File: src/rtl/data_mem_pkg.sv
// ============================================================================
// Module : data_mem_pkg
// Shared memory commands, arbiter FSM states and default widths.
// Rev    : 1.0
// ============================================================================
`default_nettype none

package data_mem_pkg;

  localparam int ADDR_LENGTH = 11;
  localparam int DATA_LENGTH = 16;

  localparam logic [1:0] MEM_WRITE = 2'b10;
  localparam logic [1:0] MEM_READ  = 2'b01;
  localparam logic [1:0] MEM_NOP   = 2'b00;

  typedef enum logic [1:0] {
    ST_IDLE = 2'd0,
    ST_BUSY = 2'd1,
    ST_DONE = 2'd2
  } state_t;

  // Only real reads and writes reach the memory; 00/11 become no-ops.
  function automatic logic is_mem_cmd(input logic [1:0] cmd);
    return (cmd == MEM_WRITE) || (cmd == MEM_READ);
  endfunction

endpackage

`default_nettype wire

File: src/rtl/rr_arb2.sv
// ============================================================================
// Module : rr_arb2
// Two-way combinational grant. DEBUG_PRIORITY_EN selects fixed port-1 priority.
// Rev    : 1.0
// ============================================================================
`default_nettype none

module rr_arb2 (
  input  logic p0_req,
  input  logic p1_req,
  input  logic last_grant,
  output logic grant_valid,
  output logic grant_id
);

`ifdef DEBUG_PRIORITY_EN
  logic unused_last_grant;
  assign unused_last_grant = last_grant;

  always_comb begin
    grant_valid = p0_req | p1_req;
    grant_id    = p1_req;
  end
`else
  always_comb begin
    grant_valid = p0_req | p1_req;
    if (p0_req && p1_req)
      grant_id = ~last_grant;
    else
      grant_id = p1_req;
  end
`endif

endmodule

`default_nettype wire

File: src/rtl/data_mem_arbiter.sv
// ============================================================================
// Module : data_mem_arbiter
// Two-port arbiter/sequencer for the negedge single-port data memory.
// Optional macro DEBUG_PRIORITY_EN gives port 1 fixed priority.
// Rev    : 1.0
// ============================================================================
`default_nettype none

module data_mem_arbiter #(
  parameter int ADDR_LENGTH = data_mem_pkg::ADDR_LENGTH,
  parameter int DATA_LENGTH = data_mem_pkg::DATA_LENGTH
) (
  input  logic                   clk,
  input  logic                   reset,
  input  logic                   p0_req,
  input  logic [1:0]             p0_wrrd,
  input  logic [ADDR_LENGTH-1:0] p0_addr,
  input  logic [DATA_LENGTH-1:0] p0_wdata,
  output logic                   p0_ack,
  output logic [DATA_LENGTH-1:0] p0_rdata,
  input  logic                   p1_req,
  input  logic [1:0]             p1_wrrd,
  input  logic [ADDR_LENGTH-1:0] p1_addr,
  input  logic [DATA_LENGTH-1:0] p1_wdata,
  output logic                   p1_ack,
  output logic [DATA_LENGTH-1:0] p1_rdata,
  output logic [1:0]             mem_wrrd,
  output logic [ADDR_LENGTH-1:0] mem_addr,
  output logic [DATA_LENGTH-1:0] mem_wdata,
  input  logic [DATA_LENGTH-1:0] mem_rdata,
  output logic                   busy,
  output logic                   grant_id
);

  import data_mem_pkg::*;

  state_t                 state, state_nxt;
  logic                   last_grant, last_grant_nxt;
  logic                   grant_valid, win;
  logic [1:0]             win_wrrd;
  logic [ADDR_LENGTH-1:0] win_addr;
  logic [DATA_LENGTH-1:0] win_wdata;

  logic [1:0]             mem_wrrd_nxt;
  logic [ADDR_LENGTH-1:0] mem_addr_nxt;
  logic [DATA_LENGTH-1:0] mem_wdata_nxt;
  logic [DATA_LENGTH-1:0] p0_rdata_nxt, p1_rdata_nxt;
  logic                   p0_ack_nxt, p1_ack_nxt, busy_nxt, grant_id_nxt;

  rr_arb2 u_arb (
    .p0_req      (p0_req),
    .p1_req      (p1_req),
    .last_grant  (last_grant),
    .grant_valid (grant_valid),
    .grant_id    (win)
  );

  assign win_wrrd  = win ? p1_wrrd  : p0_wrrd;
  assign win_addr  = win ? p1_addr  : p0_addr;
  assign win_wdata = win ? p1_wdata : p0_wdata;

  always_comb begin
    state_nxt      = state;
    last_grant_nxt = last_grant;
    grant_id_nxt   = grant_id;
    mem_wrrd_nxt   = mem_wrrd;
    mem_addr_nxt   = mem_addr;
    mem_wdata_nxt  = mem_wdata;
    p0_rdata_nxt   = p0_rdata;
    p1_rdata_nxt   = p1_rdata;
    p0_ack_nxt     = 1'b0;
    p1_ack_nxt     = 1'b0;
    busy_nxt       = busy;

    case (state)
      ST_IDLE: begin
        mem_wrrd_nxt = MEM_NOP;
        if (grant_valid) begin
          grant_id_nxt   = win;
          last_grant_nxt = win;
          mem_wrrd_nxt   = is_mem_cmd(win_wrrd) ? win_wrrd : MEM_NOP;
          mem_addr_nxt   = win_addr;
          mem_wdata_nxt  = win_wdata;
          busy_nxt       = 1'b1;
          state_nxt      = ST_BUSY;
        end
      end
      ST_BUSY: begin
        // Memory has executed on the preceding negedge; mem_rdata is valid now.
        if (mem_wrrd == MEM_READ) begin
          if (grant_id)
            p1_rdata_nxt = mem_rdata;
          else
            p0_rdata_nxt = mem_rdata;
        end
        p0_ack_nxt   = ~grant_id;
        p1_ack_nxt   = grant_id;
        mem_wrrd_nxt = MEM_NOP;
        state_nxt    = ST_DONE;
      end
      ST_DONE: begin
        busy_nxt  = 1'b0;
        state_nxt = ST_IDLE;
      end
      default: begin
        mem_wrrd_nxt = MEM_NOP;
        busy_nxt     = 1'b0;
        state_nxt    = ST_IDLE;
      end
    endcase
  end

  always_ff @(posedge clk or posedge reset) begin
    if (reset) begin
      state      <= ST_IDLE;
      last_grant <= 1'b1;
      grant_id   <= 1'b0;
      mem_wrrd   <= MEM_NOP;
      mem_addr   <= '0;
      mem_wdata  <= '0;
      p0_rdata   <= '0;
      p1_rdata   <= '0;
      p0_ack     <= 1'b0;
      p1_ack     <= 1'b0;
      busy       <= 1'b0;
    end else begin
      state      <= state_nxt;
      last_grant <= last_grant_nxt;
      grant_id   <= grant_id_nxt;
      mem_wrrd   <= mem_wrrd_nxt;
      mem_addr   <= mem_addr_nxt;
      mem_wdata  <= mem_wdata_nxt;
      p0_rdata   <= p0_rdata_nxt;
      p1_rdata   <= p1_rdata_nxt;
      p0_ack     <= p0_ack_nxt;
      p1_ack     <= p1_ack_nxt;
      busy       <= busy_nxt;
    end
  end

endmodule

`default_nettype wire

File: config.mk
export PLATFORM = sky130hd
export DESIGN_NAME = data_mem_arbiter
export DESIGN_NICKNAME = d
export VERILOG_FILES = /design/src/rtl/data_mem_pkg.sv /design/src/rtl/rr_arb2.sv /design/src/rtl/data_mem_arbiter.sv
export SDC_FILE = /design/constraint.sdc
export NUM_CORES = 1
export LEC_CHECK = 0
export CELL_PAD_IN_SITES_DETAIL_PLACEMENT = 0
export CELL_PAD_IN_SITES_GLOBAL_PLACEMENT = 1
export CORE_MARGIN = 2
export CORE_UTILIZATION = 27
export CTS_BUF_LIST = sky130_fd_sc_hd__clkbuf_16
export DETAILED_ROUTE_END_ITERATION = 8
export GPL_TIMING_DRIVEN = 0
export PLACE_DENSITY_LB_ADDON = 0.12
export SLEW_MARGIN = 20
export SYNTH_ARGS = -nofsm -noshare
export SYNTH_HDL_FRONTEND = slang
export SYNTH_HIERARCHICAL = 1
export SYNTH_SLANG_ARGS = --single-unit
File: constraint.sdc
create_clock -name clk -period 2.41 [get_ports clk]
set_clock_uncertainty 0.15 [all_clocks]
set_input_delay 0.482 -clock clk [delete_from_list [all_inputs] [get_ports clk]]
set_output_delay 0.482 -clock clk [all_outputs]
set_load 0.02 [all_outputs]
Yosys cells after proc, flatten, opt, wreduce, memory -nomap -nowiden
Cells that the tools add are included.
- register bits: 68
- bits of input ports: 78
- word-level logic and storage cells: 41
- eq/ne operators: 6
- mux-type cells: 13
- bitwise operators: 4
- reduce and logical (&&, ||, !) cells: 7
- operator list (operator ; count):
    16-bit 2-to-1 mux ; 1
    11-bit 2-to-1 mux ; 1
    2-bit 2-to-1 mux ; 4
    2-bit one-hot mux with 2 select lines ; 2
    2-bit by 1-bit equality test with 1-bit output (second input constant) ; 3
    3-bit AND reduction ; 2
    2-bit equality test (second input constant) ; 2
    1-bit 2-to-1 mux ; 4
    2-bit AND reduction ; 2
    1-bit NOT ; 3
    2-bit logical NOT ; 1
    2-bit inequality test (second input constant) ; 1
    1-bit one-hot mux with 2 select lines ; 1
    1-bit logical AND ; 1
    1-bit logical OR ; 1
    1-bit OR ; 1

Depth between registers and ports, before layout
Gate-level depths: netlist of the first run.
- depth after elaboration: 8
- mapped depth: 7
- mapped depth without buffers: 5

Cells and area by module
The synthesis of the first run kept the hierarchy.
- by module, submodules not included (module ; instances ; cells an instance ; area an instance (µm²) ; seq. area each (µm²)):
    data_mem_arbiter ; 1 ; 216 ; 2862.7 ; 1702.9
    rr_arb2 ; 1 ; 2 ; 13.8 ; 0.0

Worst setup path after synthesis of the first run
No wires, ideal clock.
- kind: input -> register
- start point: input p1_req
- end point: register mem_wdata[4]
- arrival: 1506 ps
- slack: 619 ps
- stages: 5
- buffers on the path: 2
- path through: a21boi_1 > buf_2 > buf_2 > mux2i_1 > o21ai_0
- word-level cells in the longest chain between the ends: 3
- elaborated cells between the ends (all ways): 5
- ends and longest elaborated chain (element ; line ; source):
    start: declaration ; data_mem_arbiter.sv:21 ; input logic p1_req,
    1-bit logical AND ; rr_arb2.sv:27 ; if (p0_req && p1_req)
    1-bit 2-to-1 mux ; rr_arb2.sv:27 ;
    16-bit 2-to-1 mux ; data_mem_arbiter.sv:60 ; assign win_wdata = win ? p1_wdata : p0_wdata;
    end signal: assignment ; data_mem_arbiter.sv:132 ; mem_wdata <= mem_wdata_nxt;
    end: declaration ; data_mem_arbiter.sv:29 ; output logic [DATA_LENGTH-1:0] mem_wdata,
Several ways; a longest one is shown, not always the timed one.
A chain may end at the register's enable or synchronous reset.

Worst setup path in the final report of the first run
- start point: input p1_req
- end point: register mem_wdata[8]
- word-level cells in the longest chain between the ends: 3
- elaborated cells between the ends (all ways): 5
- ends and longest elaborated chain (element ; line ; source):
    1-bit logical AND ; rr_arb2.sv:27 ;
    1-bit 2-to-1 mux * ; rr_arb2.sv:27 ;
    via win ; data_mem_arbiter.sv:39 ; logic grant_valid, win;
    16-bit 2-to-1 mux * ; data_mem_arbiter.sv:60 ;
The timed path passes the listed nets; every way through them passes the cells marked *.

==> results of run 1 <==
## sequential cells by signal (all words and copies together), names as in the netlist
| register | flops |
|---|---|
| mem_wdata | 16 |
| p0_rdata | 16 |
| p1_rdata | 16 |
| mem_addr | 11 |
| mem_wrrd | 2 |
| state | 2 |
| busy | 1 |
| grant_id | 1 |
| last_grant | 1 |
| p0_ack | 1 |
| p1_ack | 1 |
## worst max-delay path by stage
stage,end,cells after the start,from
after floorplan,busy,1,reset
after global placement,mem_wdata[3],2,reset
after detailed placement,mem_wdata[8],6,p1_req
after CTS,mem_wdata[8],6,p1_req
after global routing,mem_wdata[7],6,p1_req
final,mem_wdata[8],6,p1_req
## report_power, final
part / switching, mW / internal, mW / leakage [nW]
clock: 0.443 / 0.670 / 0.127
combinational: 1.35 / 1.46 / 1.12
sequential: 0.288 / 1.69 / 0.835
total: 2.08 / 3.82 / 2.08
## synth_stat cells (all sizes together)
library cell and instances:
dfrtp 67, mux2 33, nand2 33, mux2i 28, o21ai 28, buf 9
clkbuf 4, inv 3, nand3b 2, nor2b 2, a21boi 1, and2 1
and4bb 1, dfstp 1, nand3 1, nand4b 1, o31ai 1, or2 1
or3b 1
## cells by family (layout without fill, tap and decap cells)
group | Yosys count | after routing | synth area share
DFF | 68 | 68 | 0.592
and+or+nand+nor | 43 | 43 | 0.0770
muxes | 61 | 61 | 0.240
buffers and inverters | 16 | 173 | 0.0374
AOI/OAI and AO/OA | 30 | 30 | 0.0539
## worst max-delay path: stages
cell and delay, ps:
clkdlybuf4s50_1 460, a21boi_1 230, buf_2 330, buf_2 360, mux2i_1 240, o21ai_0 90
## per-stage QoR
stage               setup WS [ps]  instances  setup TNS [ps]
finish                        242        511               0
global route                  124        511               0
CTS                           206        511               0
detailed placement           -144        497           -1100
global placement            -1250        496          -84710
floorplan                    68.1        218               0
## per-layer routing
metal / up-vias / global-route usage / part of all wire
li1: 1062 / - / -
met1: 1000 / 0.170 / 0.44
met2: 98 / 0.191 / 0.44
met3: 6 / 0.0571 / 0.11
met4: 0 / 0.0557 / 0.0098
met5: - / 0 / 0
## final cells by class
cell class,instances,area (µm²),area share
Inverter,3,13.8,0.00290
Clock buffer,9,225,0.0475
Clock inverter,5,23.8,0.00502
Multi-Input combinational cell,134,1070,0.225
Sequential cell,68,1700,0.359
Timing Repair Buffer,143,1440,0.304
Buffer,13,96.3,0.0203
Tap cell,136,170,0.0359
==> out/summary.md, run 1 <==
• 0 — total congestion overflow after global routing
• 143 — num ports
• last_grant — end point of the worst hold path
• register to register — path type of the worst min-delay path
• 4490 µm² — Placed Area
• 10 — worst-path fanout max
• 142 — Port Buffer Count
• 1250 nW/µm² — total power divided by cell area
• 0 — setup bufs post-CTS
• 3 — H-tree Lvls
• 0.155 — fraction of final layout cells with drive strength greater than 1
• 2 — maximum root-to-sink buffer count
• built — clock tree from TritonCTS
• 520 ps — setup slack of the most critical reg-to-reg path
• 0 — Final Slew Violations
• 5280 µm — post-detailed-placement half-perimeter wirelength
• 454 ps — transition time at the pin with the least slew margin
• primary input — type of origin of the critical path
• 5.90 mW — Power Total
• 42 — pin count of the biggest net entering global routing
• 0.131 — All-Layer GR Usage
• 0.683 — final RePlAce weighted congestion
• 0 — count of endpoints failing hold in the final timing report
• 37 — row count
• dfrtp_1 — Synth area leader
• 0.592 — register area share after synthesis
• 6 — Yosys warning total
• 2 — Min-Delay Path Depth
• 0 — antenna violations before repair
• clkdlybuf4s50_1, dfrtp_1, nand2_1, mux2i_1 — commonest non-fill, non-tap cells in the layout
• 0 — setup violation total in the final timing report
• 107 µm — floorplan die height
• 5 — r2r worst-path depth
• 0.459 — share of the core filled with cells
• 69 — First DRT Iteration DRCs
• 2200 ps — data arrival time of the critical path
• 0 — diode count
• clkbuf_16 — root cell of the clock tree
• 4 — 1st-pass router iterations
• dfrtp_1, mux2i_1, mux2_2, mux2_4, nand2_1 — top cells by area, synth
• 2.08 nW — Leakage
• no — RSZ-0062 raised after global routing
• 13.2 µm² — mean instance size in the synthesized netlist
• 0 — number of gates resized after cts
• 450 — nets@finish
• finished, final reports clean — outcome
• 218 — cells after synthesis
• 11600 µm — first-pass GRT wire length
• 296 — Post-Synthesis Net Count
• 107 µm — die width
• 0 — remaining routing DRC violations
• 2171 — number of global-route vias before repair
• 0 — hold buffers post-CTS
• 25 — number of library cell types mapped by synthesis
• 315 ps — post-route worst hold slack
• last_grant — reg-to-reg critical path startpoint
• 4740 µm² — Final Instance Area
• 50 ps — clock transition at the registers of the reported paths
• 320 ps — insertion delay to the later sink of the worst-skew pair
• last_grant — origin of the worst min-delay path
• 68 — register bit total from synthesis
• 2170 ps — Period minus WS final
• 2880 µm² — Mapped Area
• 0 — Maximum Capacitance Violations
• 986 — fillcell total
• 0.697 — worst slew slack as a fraction of its limit
• 4.24 — drt via density
• 0.583 — share of Yosys cell area claimed by the top area cell type
• 13.8 µm — WL/cell
• clkdlybuf4s50_1 — most common cell after layout, fill and taps aside
• 2440 ps — Data required, critical path
• 64.8% — layout overhead on the synthesized area
• 0.279 — initial core utilization
• 7040 µm — Detailed Route WL
• 11500 µm² — total die area
• 10300 µm² — Core Box Area
• 9 — number of clock buffers inserted by TritonCTS
• 2166 — via count
• 68 — # clock sinks
• mem_wdata[8] — RR Endpoint
• 0.423 mV — largest vdd supply drop
• 461 MHz — maximum operating frequency
• primary input to register — category of the critical setup timing path
• 0.900 — Tcrit/Tclk final
• register — category of the worst setup path capture point
• 0 — antenna viol nets, final
Note: power is estimated with default switching activity, not from simulation.
==> inputs of run 2 (changes only) <==
Settings changed: MAX_ROUTING_LAYER from default to met4.
==> run 2 against run 1 <==
Net effect:
- clock-buffer cell count stayed put
- first-iteration DRC count is 10% lower
- global-route usage is 0.37 points higher
- fmax is 0.67% lower
- utilization stayed put
- combinational power hardly changed
- register-to-register slack hardly changed
- via count is 0.32% higher
- hold slack worse by 1.1 ps
- critical path depth stayed put
- largest cell class unchanged
- highest routed layer unchanged
==> out/summary.md, run 2 (synthesis results as in run 1) <==
• finished, final reports clean — outcome
• 107 µm — floorplan die height, unchanged
• 4490 µm² — Placed Area, unchanged
• 3 — H-tree Lvls, unchanged
• 0 — total congestion overflow after global routing, unchanged
• 0.335 — sequential cell fraction of total power, about the same
• 2180 ps — Period minus WS final, +14.6 ps
• 64.8% — layout overhead on the synthesized area, unchanged
• 0.189 — clock group share of total power, about the same
• 2179 — number of global-route vias before repair, +0.37%
• 458 MHz — maximum operating frequency, -0.67%
• 0 — setup violation total in the final timing report, unchanged
• 0.353 — fraction of power spent switching nets, +0.000721
• 2440 ps — Data required, critical path, about the same
• 0 — antenna viol nets, final, unchanged
• 2220 ps — data arrival time of the critical path, +20 ps
• buffers and inverters — Top delay family on crit path
• last_grant — origin of the worst min-delay path
• no — RSZ-0062 raised after global routing
• 0.906 — Tcrit/Tclk final, +0.00608
• 0 — remaining routing DRC violations, unchanged
• 11500 µm² — total die area, unchanged
• register — category of the worst setup path capture point
• mem_wdata x16, p0_rdata x16, p1_rdata x16 — registers with the highest flip-flop counts
• primary input to register — category of the critical setup timing path
• 13.8 µm — WL/cell, +0.48%
• 11500 µm — first-pass GRT wire length, -0.36%
• 0 — diode count, unchanged
• 142 — Port Buffer Count, unchanged
• clkdlybuf4s50_1 — most common cell after layout, fill and taps aside
• met2 — busiest layer in global routing
• 50 ps — clock transition at the registers of the reported paths, about the same
• 986 — fillcell total, unchanged
• 10 — worst-path fanout max, unchanged
• 2.08 nW — Leakage, unchanged
• 314 ps — post-route worst hold slack, -1.13 ps
• clkdlybuf4s50_1 — Max stage delay cell, worst path
• clkdlybuf4s50_1 > a21boi_1 > buf_2 > buf_2 > mux2i_1 > o21ai_0 — worst path cell trace
• 62 — First DRT Iteration DRCs, -10%
• 4.25 — drt via density, +0.32%
• 4740 µm² — Final Instance Area, unchanged
• 2173 — via count, +0.32%
• last_grant — reg-to-reg critical path startpoint
• 0.690 — final RePlAce weighted congestion, +1.0%
• 470 ps — largest incremental delay on the critical path, about the same
• 0 — antenna violations before repair, unchanged
• 0.279 — initial core utilization, unchanged
• 0.0413 — met3 GRT Util, -0.0158
• built — clock tree from TritonCTS
• 0 — count of endpoints failing hold in the final timing report, unchanged
• 0 — setup bufs post-CTS, unchanged
• 0 — Final Slew Violations, unchanged
• 0 — Maximum Capacitance Violations, unchanged
• 0 — number of gates resized after cts, unchanged
• 450 — nets@finish, unchanged
• 464 ps — transition time at the pin with the least slew margin, +10.4 ps
• 1250 nW/µm² — total power divided by cell area, +0.11%
• 68 — # clock sinks, unchanged
• 5280 µm — post-detailed-placement half-perimeter wirelength, unchanged
• 2 — Min-Delay Path Depth, unchanged
• 0.691 — worst slew slack as a fraction of its limit, -0.00691
• primary input — type of origin of the critical path
• 0.191 — global-route met2 utilization, unchanged
• clkbuf_16 — root cell of the clock tree
• register to register — path type of the worst min-delay path
• 4 — 1st-pass router iterations, unchanged
• 107 µm — die width, unchanged
• 37 — row count, unchanged
• 0.476 — Gate power share, about the same
• 3.82 mW — cell-internal power, about the same
• 42 — pin count of the biggest net entering global routing, unchanged
• 0.135 — All-Layer GR Usage, +0.00366
• clkdlybuf4s50_1, dfrtp_1, nand2_1, mux2i_1 — commonest non-fill, non-tap cells in the layout
• 320 ps — insertion delay to the later sink of the worst-skew pair, about the same
• 6 — CP Depth, unchanged
• 0 — hold buffers post-CTS, unchanged
• 3 — WP buf/inv, unchanged
• 2 — maximum root-to-sink buffer count, unchanged
• 5 — r2r worst-path depth, unchanged
• 9 — number of clock buffers inserted by TritonCTS, unchanged
• 10300 µm² — Core Box Area, unchanged
• p1_req — worst setup path start
• buf_2 — CP dominant cell by count
• 2.08 mW — NetSw, +0.32%
• 0.180 — GR met1 Demand/Resource, +0.0100
• 0.155 — fraction of final layout cells with drive strength greater than 1, unchanged
• 143 — num ports, unchanged
• 7070 µm — Detailed Route WL, +0.48%
• 0.423 mV — largest vdd supply drop, about the same
[run 2: worst paths after layout]
kind	endpoint	slack [ps]
min reg2reg	last_grant	310
max in group asynchronous	last_grant	1140
max	mem_wdata[8]	230
min in group asynchronous	p0_rdata[13]	360
min	last_grant	310
max reg2reg	mem_wdata[8]	510
[run 2: metal layers]
metal	vias up	wire [µm]
met5	-	0
met4	0	78
met3	8	624
met2	101	3100
met1	1002	3270
li1	1062	-
[run 2: cell type report]
| class | instances | area (µm²) | area share |
|---|---|---|---|
| Sequential cell | 68 | 1700 | 0.359 |
| Multi-Input combinational cell | 134 | 1070 | 0.225 |
| Tap cell | 136 | 170 | 0.0359 |
| Inverter | 3 | 13.8 | 0.00290 |
| Clock inverter | 5 | 23.8 | 0.00502 |
| Clock buffer | 9 | 225 | 0.0475 |
| Buffer | 13 | 96.3 | 0.0203 |
| Timing Repair Buffer | 143 | 1440 | 0.304 |
[run 2: power by group through the flow]
| stage | registers (mW) | logic (mW) | clock network, mW |
|---|---|---|---|
| final | 1.98 | 2.81 | 1.12 |
| after global routing | 2.06 | 3.04 | 1.21 |
| after CTS | 1.99 | 2.87 | 1.16 |
| after detailed placement | 2.00 | 2.86 | 0 |
| after global placement | 1.99 | 2.85 | 0 |
| after floorplan | 2.62 | 0.817 | 0 |
[run 2: worst reg2reg max path: stages, from the launching register on]
cell and delay [ps]:
dfstp_2 370, a21boi_1 210, buf_2 330, buf_2 360, mux2i_1 250, o21ai_0 90
[run 2: through the flow]
stage	cells	setup TNS, ps	worst slack, ps	util	power (mW)
2_1_floorplan	218	0	68.1	-	3.44
3_3_place_gp	496	-84710	-1250	0.433	4.84
3_5_place_dp	497	-1100	-144	0.435	4.86
4_1_cts	511	0	206	0.459	6.02
5_1_grt	511	0	124	0.459	6.32
6_report	511	0	227	0.459	5.91
